--- src/rtl/uart_rx_sampler_if.sv ---
// Byte delivery handshake between the UART receive front-end and the RX byte FIFO write port.
// The master drives data/valid and the slave drives ready. valid is held until ready accepts it.
interface uart_rx_sampler_if #(
    parameter int DATA_BITS = 8
);
    logic [DATA_BITS-1:0] data;
    logic                 valid;
    logic                 ready;

    modport master (
        output data,
        output valid,
        input  ready
    );

    modport slave (
        input  data,
        input  valid,
        output ready
    );
endinterface

--- src/rtl/uart_rx_sampler.sv ---
// Oversampled UART receiver: synchronise rx, find start bits, majority-vote mid-bit, deliver bytes.
// Latency ~(DATA_BITS+1.5) bit times from start edge; valid held until ready, extra bytes counted as overrun.
module uart_rx_sampler #(
    parameter int DIV        = 13,
    parameter int OVERSAMPLE = 16,
    parameter int DATA_BITS  = 8
) (
    input  logic                  CLKIN,
    input  logic                  RESETN,
    input  logic                  rx,
    uart_rx_sampler_if.master     bus,
    output logic                  frame_err,
    output logic                  overrun,
    output logic                  busy
);

    localparam int M  = OVERSAMPLE / 2;
    localparam int PW = (DIV > 1) ? $clog2(DIV) : 1;
    localparam int TW = $clog2(OVERSAMPLE);
    localparam int IW = (DATA_BITS > 1) ? $clog2(DATA_BITS) : 1;

    localparam logic [PW-1:0] PRE_LAST  = PW'(DIV - 1);
    localparam logic [TW-1:0] TICK_LAST = TW'(OVERSAMPLE - 1);
    localparam logic [TW-1:0] VOTE_T0   = TW'(M - 1);
    localparam logic [TW-1:0] VOTE_T1   = TW'(M);
    localparam logic [TW-1:0] VOTE_T2   = TW'(M + 1);
    localparam logic [IW-1:0] LAST_BIT  = IW'(DATA_BITS - 1);

    typedef enum logic [2:0] {
        S_IDLE,
        S_START,
        S_DATA,
        S_STOP,
        S_BREAK
    } state_t;

    state_t state, state_nxt;

    logic                 rx_m, rx_s, rx_s_d;
    logic                 fall_edge;
    logic [PW-1:0]        presc;
    logic [TW-1:0]        tick_cnt;
    logic                 tick, sample_tick, vote_tick;
    logic [2:0]           vote;
    logic [2:0]           vote_all;
    logic                 bit_val;
    logic [IW-1:0]        bit_idx;
    logic [DATA_BITS-1:0] shreg;
    logic [DATA_BITS-1:0] data_q;
    logic                 valid_q;
    logic                 hold_full;
    logic                 shift_en, load, ferr_set, ovr_set;

    assign bus.data  = data_q;
    assign bus.valid = valid_q;
    assign busy      = (state != S_IDLE);

    // rx is asynchronous to CLKIN: two flops before anything looks at it.
    always_ff @(posedge CLKIN or negedge RESETN) begin
        if (!RESETN) begin
            rx_m   <= 1'b1;
            rx_s   <= 1'b1;
            rx_s_d <= 1'b1;
        end else begin
            rx_m   <= rx;
            rx_s   <= rx_m;
            rx_s_d <= rx_s;
        end
    end

    assign fall_edge   = rx_s_d & ~rx_s;
    assign tick        = (state != S_IDLE) && (presc == PRE_LAST);
    assign sample_tick = tick && ((tick_cnt == VOTE_T0) || (tick_cnt == VOTE_T1) ||
                                  (tick_cnt == VOTE_T2));
    assign vote_tick   = tick && (tick_cnt == VOTE_T2);

    // The third sample is folded in combinationally so the decision lands on the last vote tick.
    assign vote_all = {vote[1:0], rx_s};
    assign bit_val  = (vote_all[0] & vote_all[1]) | (vote_all[0] & vote_all[2]) |
                      (vote_all[1] & vote_all[2]);

    // Prescaler and tick counter sit at zero in IDLE so every frame starts phase-aligned to its edge.
    always_ff @(posedge CLKIN or negedge RESETN) begin
        if (!RESETN) begin
            presc    <= '0;
            tick_cnt <= '0;
            vote     <= '0;
        end else begin
            if (state == S_IDLE) begin
                presc    <= '0;
                tick_cnt <= '0;
            end else begin
                presc <= (presc == PRE_LAST) ? '0 : presc + PW'(1);
                if (tick) begin
                    tick_cnt <= (tick_cnt == TICK_LAST) ? '0 : tick_cnt + TW'(1);
                end
            end
            if (sample_tick) begin
                vote <= vote_all;
            end
        end
    end

    always_ff @(posedge CLKIN or negedge RESETN) begin
        if (!RESETN) begin
            state <= S_IDLE;
        end else begin
            state <= state_nxt;
        end
    end

    // An accept in the same cycle frees the holding register before the stop-bit decision.
    assign hold_full = valid_q & ~bus.ready;

    always_comb begin
        state_nxt = state;
        shift_en  = 1'b0;
        load      = 1'b0;
        ferr_set  = 1'b0;
        ovr_set   = 1'b0;
        case (state)
            S_IDLE: begin
                if (fall_edge) begin
                    state_nxt = S_START;
                end
            end
            S_START: begin
                if (vote_tick) begin
                    state_nxt = bit_val ? S_IDLE : S_DATA;
                end
            end
            S_DATA: begin
                if (vote_tick) begin
                    shift_en = 1'b1;
                    if (bit_idx == LAST_BIT) begin
                        state_nxt = S_STOP;
                    end
                end
            end
            S_STOP: begin
                if (vote_tick) begin
                    if (bit_val) begin
                        state_nxt = S_IDLE;
                        if (hold_full) begin
                            ovr_set = 1'b1;
                        end else begin
                            load = 1'b1;
                        end
                    end else begin
                        ferr_set  = 1'b1;
                        state_nxt = S_BREAK;
                    end
                end
            end
            S_BREAK: begin
                if (rx_s) begin
                    state_nxt = S_IDLE;
                end
            end
            default: begin
                state_nxt = S_IDLE;
            end
        endcase
    end

    always_ff @(posedge CLKIN or negedge RESETN) begin
        if (!RESETN) begin
            bit_idx   <= '0;
            shreg     <= '0;
            data_q    <= '0;
            valid_q   <= 1'b0;
            frame_err <= 1'b0;
            overrun   <= 1'b0;
        end else begin
            if (state == S_START) begin
                bit_idx <= '0;
            end else if (shift_en) begin
                bit_idx <= bit_idx + IW'(1);
            end
            if (shift_en) begin
                shreg[bit_idx] <= bit_val;
            end
            if (load) begin
                data_q <= shreg;
            end
            if (load) begin
                valid_q <= 1'b1;
            end else if (valid_q && bus.ready) begin
                valid_q <= 1'b0;
            end
            frame_err <= ferr_set;
            overrun   <= ovr_set;
        end
    end

    a_pulses_exclusive: assert property (@(posedge CLKIN) disable iff (!RESETN)
        !(frame_err && overrun));

    a_hold_stable: assert property (@(posedge CLKIN) disable iff (!RESETN)
        (valid_q && !bus.ready) |=> (valid_q && $stable(data_q)));

endmodule

--- src/flat_wrapper.sv ---
// flat-port wrapper written by rule: the top's interface ports become plain ports
module uart_rx_sampler_flat 
#(
    parameter int DIV        = 13,
    parameter int OVERSAMPLE = 16,
    parameter int DATA_BITS  = 8
)
  (CLKIN, RESETN, rx, frame_err, overrun, busy, bus_data, bus_valid, bus_ready);
  uart_rx_sampler_if #(.DATA_BITS(DATA_BITS)) bus_i ();
  input  logic CLKIN;
  input  logic RESETN;
  input  logic rx;
  output logic frame_err;
  output logic overrun;
  output logic busy;
  output wire logic [$bits(bus_i.data)-1:0] bus_data;
  output wire logic [$bits(bus_i.valid)-1:0] bus_valid;
  input wire logic [$bits(bus_i.ready)-1:0] bus_ready;
  assign bus_data = bus_i.data;
  assign bus_valid = bus_i.valid;
  assign bus_i.ready = bus_ready;
  uart_rx_sampler #(.DIV(DIV), .OVERSAMPLE(OVERSAMPLE), .DATA_BITS(DATA_BITS)) u_core (.CLKIN(CLKIN), .RESETN(RESETN), .rx(rx), .bus(bus_i), .frame_err(frame_err), .overrun(overrun), .busy(busy));
endmodule
--- config.mk ---
export PLATFORM = sky130hd
export DESIGN_NAME = uart_rx_sampler_flat
export DESIGN_NICKNAME = d
export VERILOG_FILES = /design/src/rtl/uart_rx_sampler_if.sv /design/src/rtl/uart_rx_sampler.sv /design/src/flat_wrapper.sv
export SDC_FILE = /design/constraint.sdc
export NUM_CORES = 1
export LEC_CHECK = 0
export CAP_MARGIN = 30
export CORE_MARGIN = 10
export CORE_UTILIZATION = 40
export CTS_CLUSTER_DIAMETER = 40
export CTS_CLUSTER_SIZE = 30
export DETAILED_ROUTE_END_ITERATION = 6
export MAX_ROUTING_LAYER = met4
export SYNTH_ARGS = -nofsm -noshare
export SYNTH_HDL_FRONTEND = slang
export SYNTH_SLANG_ARGS = --single-unit
--- constraint.sdc ---
create_clock -name CLKIN -period 2.2 [get_ports CLKIN]
set_input_delay 0.22 -clock CLKIN [delete_from_list [all_inputs] [get_ports CLKIN]]
set_output_delay 0.22 -clock CLKIN [all_outputs]
set_load 0.02 [all_outputs]
==> results.yml <==
run_status:
  status: "finished, final reports clean"
clock_tree:
  holdBufCountCts: 0
  post_cts_buffers: 0
  root_buffer: "clkbuf_8"
  cts_repair_resize_count: 0
  cts_tree: "built"
  cts_sinks: 38
  cts_max_path_buffers: 2
  htree_num_levels: 2
  cts_buffers: 5
  clk_pin_slew_ns: 0.08
  clk_latency_ns: 0.29
floorplanning:
  start_util: 0.4094
  coreArea_sq_um: 4324
  fp.dieH_um: 86.53
  dieArea_sq_um: 7487
  rows: 24
  die_x_um: 86.53
  ios: 16
synthesis:
  ys.flop_type: "dfrtp_1"
  yosysTopAreaCell: "dfrtp_1"
  synth-edff-count: 0
  synth.area.top_cells: "dfrtp_1, mux2_1, ha_1, dfstp_2, nand2_1"
  seq_area_frac_synth: 0.5392
  synth_cell_type_count: 39
  synth_fp_nets: 159
  synth_mux_area_frac: 0.1279
  synth_top_area_share: 0.4947
  netlist_instances: 148
  synth_fa_ha_area_frac: 0.05512
  netlist_area_sq_um: 1770
  synth_top_family_by_area: "simple AND/OR/NAND/NOR gates"
  synth-simple-area-share: 0.1731
  avgSynthCellArea_sq_um: 11.96
  synth_seq_cells: 38
  async_flop_share: 1.000
  synth_warnings: 0
  synth-xor-area-share: 0.009894
  synth-compound-area-share: 0.06855
route:
  routed_wirelength_um: 3272
  drt-initial-drc-count: 61
  wl_per_cell_um: 14.61
  drc: 0
  drt_first_pass_iters: 4
  vias_per_cell: 5.277
  postRouteAntennaNets: 0
  dr_total_vias: 1182
sta:
  timing.fmax_ghz: 0.4988
  min_period_ns: 2.005
  final_max_slew_viol_count: 0
  finalHoldViolCount: 0
  layout_setup_ws_ns: 0.1950
  worst_pin_slew_ns: 0.8354
  finClkSkew_ns: 0.01045
  rsz0062_at_grt: "no"
  setup_tns_ns: 0
  period_share: 0.9113
  slew_headroom: 0.4430
  setup_viol: 0
worst_setup_path:
  cp-end-kind: "output port"
  worstSetupPathType: "reg2out"
  reg2reg_to: "u_core.bus.data[2]$_DFFE_PN0P_"
  rrSetupSlack_ns: 0.29
  slowest_delay_ns: 0.54
  required_ns: 1.98
  critPathLaunchType: "flop"
  r2r-start: "u_core.tick_cnt[1]$_DFFE_PN0P_"
  cp_max_fo: 9
  rr_worst_depth: 7
  worstPathCellList: "or2_4 -> nor2_2 -> inv_1 -> clkdlybuf4s50_1"
  crit_slowest_cell: "clkdlybuf4s50_1"
  cp-startpoint: "u_core.state[0]$_DFFE_PN0P_"
  cp.arrival_ns: 1.78
  endpoint: "busy"
global_route:
  grt_pass1_vias: 1293
  antenna_found_initial: 0
  grt_first_pass_wirelength_um: 5830
  grt_overflow: 0
  track_usage: 0.1007
  grt_max_degree: 39
cells_and_area:
  final_common_cell: "dfrtp_1"
  layout-drive-gt1-share: 0.1453
  n_antenna_cell: 0
  num-nets-final: 182
  final_cell_mix: "dfrtp_1, mux2_1, clkdlybuf4s50_1"
  area_growth_pct: 20.92
  instances_no_fill: 224
power:
  p_leak_nw: 1.050
  peakVddDrop_v: 0.0004822
  power-per-cell-area_nw_per_um2: 854.1
  power_mw: 1.828
min_path:
  hold_class: "in2async"
placement:
  io_buffers: 15
  place.gp.congestion: 0.8229
  dp_hpwl_um: 2445
  place_ws_ns: 0.2708
  dp.cells: 216
run:
  maxCapViolations: 0
==> how the worst min path moves through the flow <==
stage	to	slack (ns)	cells after the start
floorplan	u_core.bit_idx[0]$_DFFE_PN0P_	-0.08	0
global placement	u_core.rx_s$_DFF_PN1_	0.35	0
detailed placement	u_core.rx_s$_DFF_PN1_	0.35	0
CTS	u_core.shreg[3]$_DFFE_PN0P_	0.05	1
global route	u_core.bus.data[7]$_DFFE_PN0P_	0.10	1
finish	u_core.shreg[3]$_DFFE_PN0P_	0.02	1
==> report_power, final <==
part | switching, mW | internal (mW)
clock | 0.246 | 0.484
combinational | 0.146 | 0.118
sequential | 0.0702 | 0.765
==> sequential cells by signal (all words and copies together) (netlist names) <==
signal            flops
u_core.bus.valid      1
u_core.bit_idx        3
u_core.state          3
u_core.vote           2
u_core.overrun        1
u_core.shreg          8
u_core.frame_err      1
u_core.tick_cnt       4
u_core.rx_s           1
u_core.rx_m           1
u_core.rx_s_d         1
u_core.bus.data       8
u_core.presc          4
==> layout make-up <==
type                            instances  area [sq um]
Sequential cell                        38         954.7
Tap cell                               52         65.06
Multi-Input combinational cell         99         769.5
Inverter                                7         26.28
Timing Repair Buffer                   20         182.7
Clock buffer                            6         82.58
Fill cell                             391          2183
Clock inverter                          2         60.06
==> routing by layer <==
| layer | GRT usage | vias to the layer above | routed length [um] |
|---|---|---|---|
| met5 | - | - | 0 |
| met1 | 0.1016 | 586 | 1335 |
| met3 | 0.03752 | 5 | 166 |
| li1 | - | 574 | - |
| met2 | 0.1745 | 17 | 1722 |
| met4 | 0.03535 | 0 | 48 |
==> logic make-up after synthesis <==
logic type                 count (synthesis)
and+or+nand+nor                           51
DFF                                       38
muxes                                     20
AOI/OAI and AO/OA                         18
buffers and inverters                     11
adders and majority gates                  8
xor gates and xnor gates                   2
==> synthesized netlist by cell type (3+ instances only) <==
cell type,instances
inv_1,7
nor2_1,8
nor3_1,3
dfrtp_1,35
nand2_1,11
nor2b_1,3
nand4_1,5
and3_1,4
o21ai_0,3
a21oi_1,6
mux2_1,15
dfstp_2,3
ha_1,7
a22o_1,3
==> critical path, delay by kind of cell (launching register included) <==
kind,cells,cell delay (ns)
simple gates,2,0.42
flops,1,0.47
buf+inv,2,0.62
==> stage by stage <==
stage               area, sq um  utilization  hold WS (ns)
floorplan                  1770            -      -0.07559
global placement           1998       0.4621        0.3501
detailed placement         1998       0.4621        0.3472
CTS                        2141       0.4951       0.04777
global route               2141       0.4951        0.1030
finish                     2141       0.4951       0.02438
No activity file was read; power rests on OpenSTA's default activity.
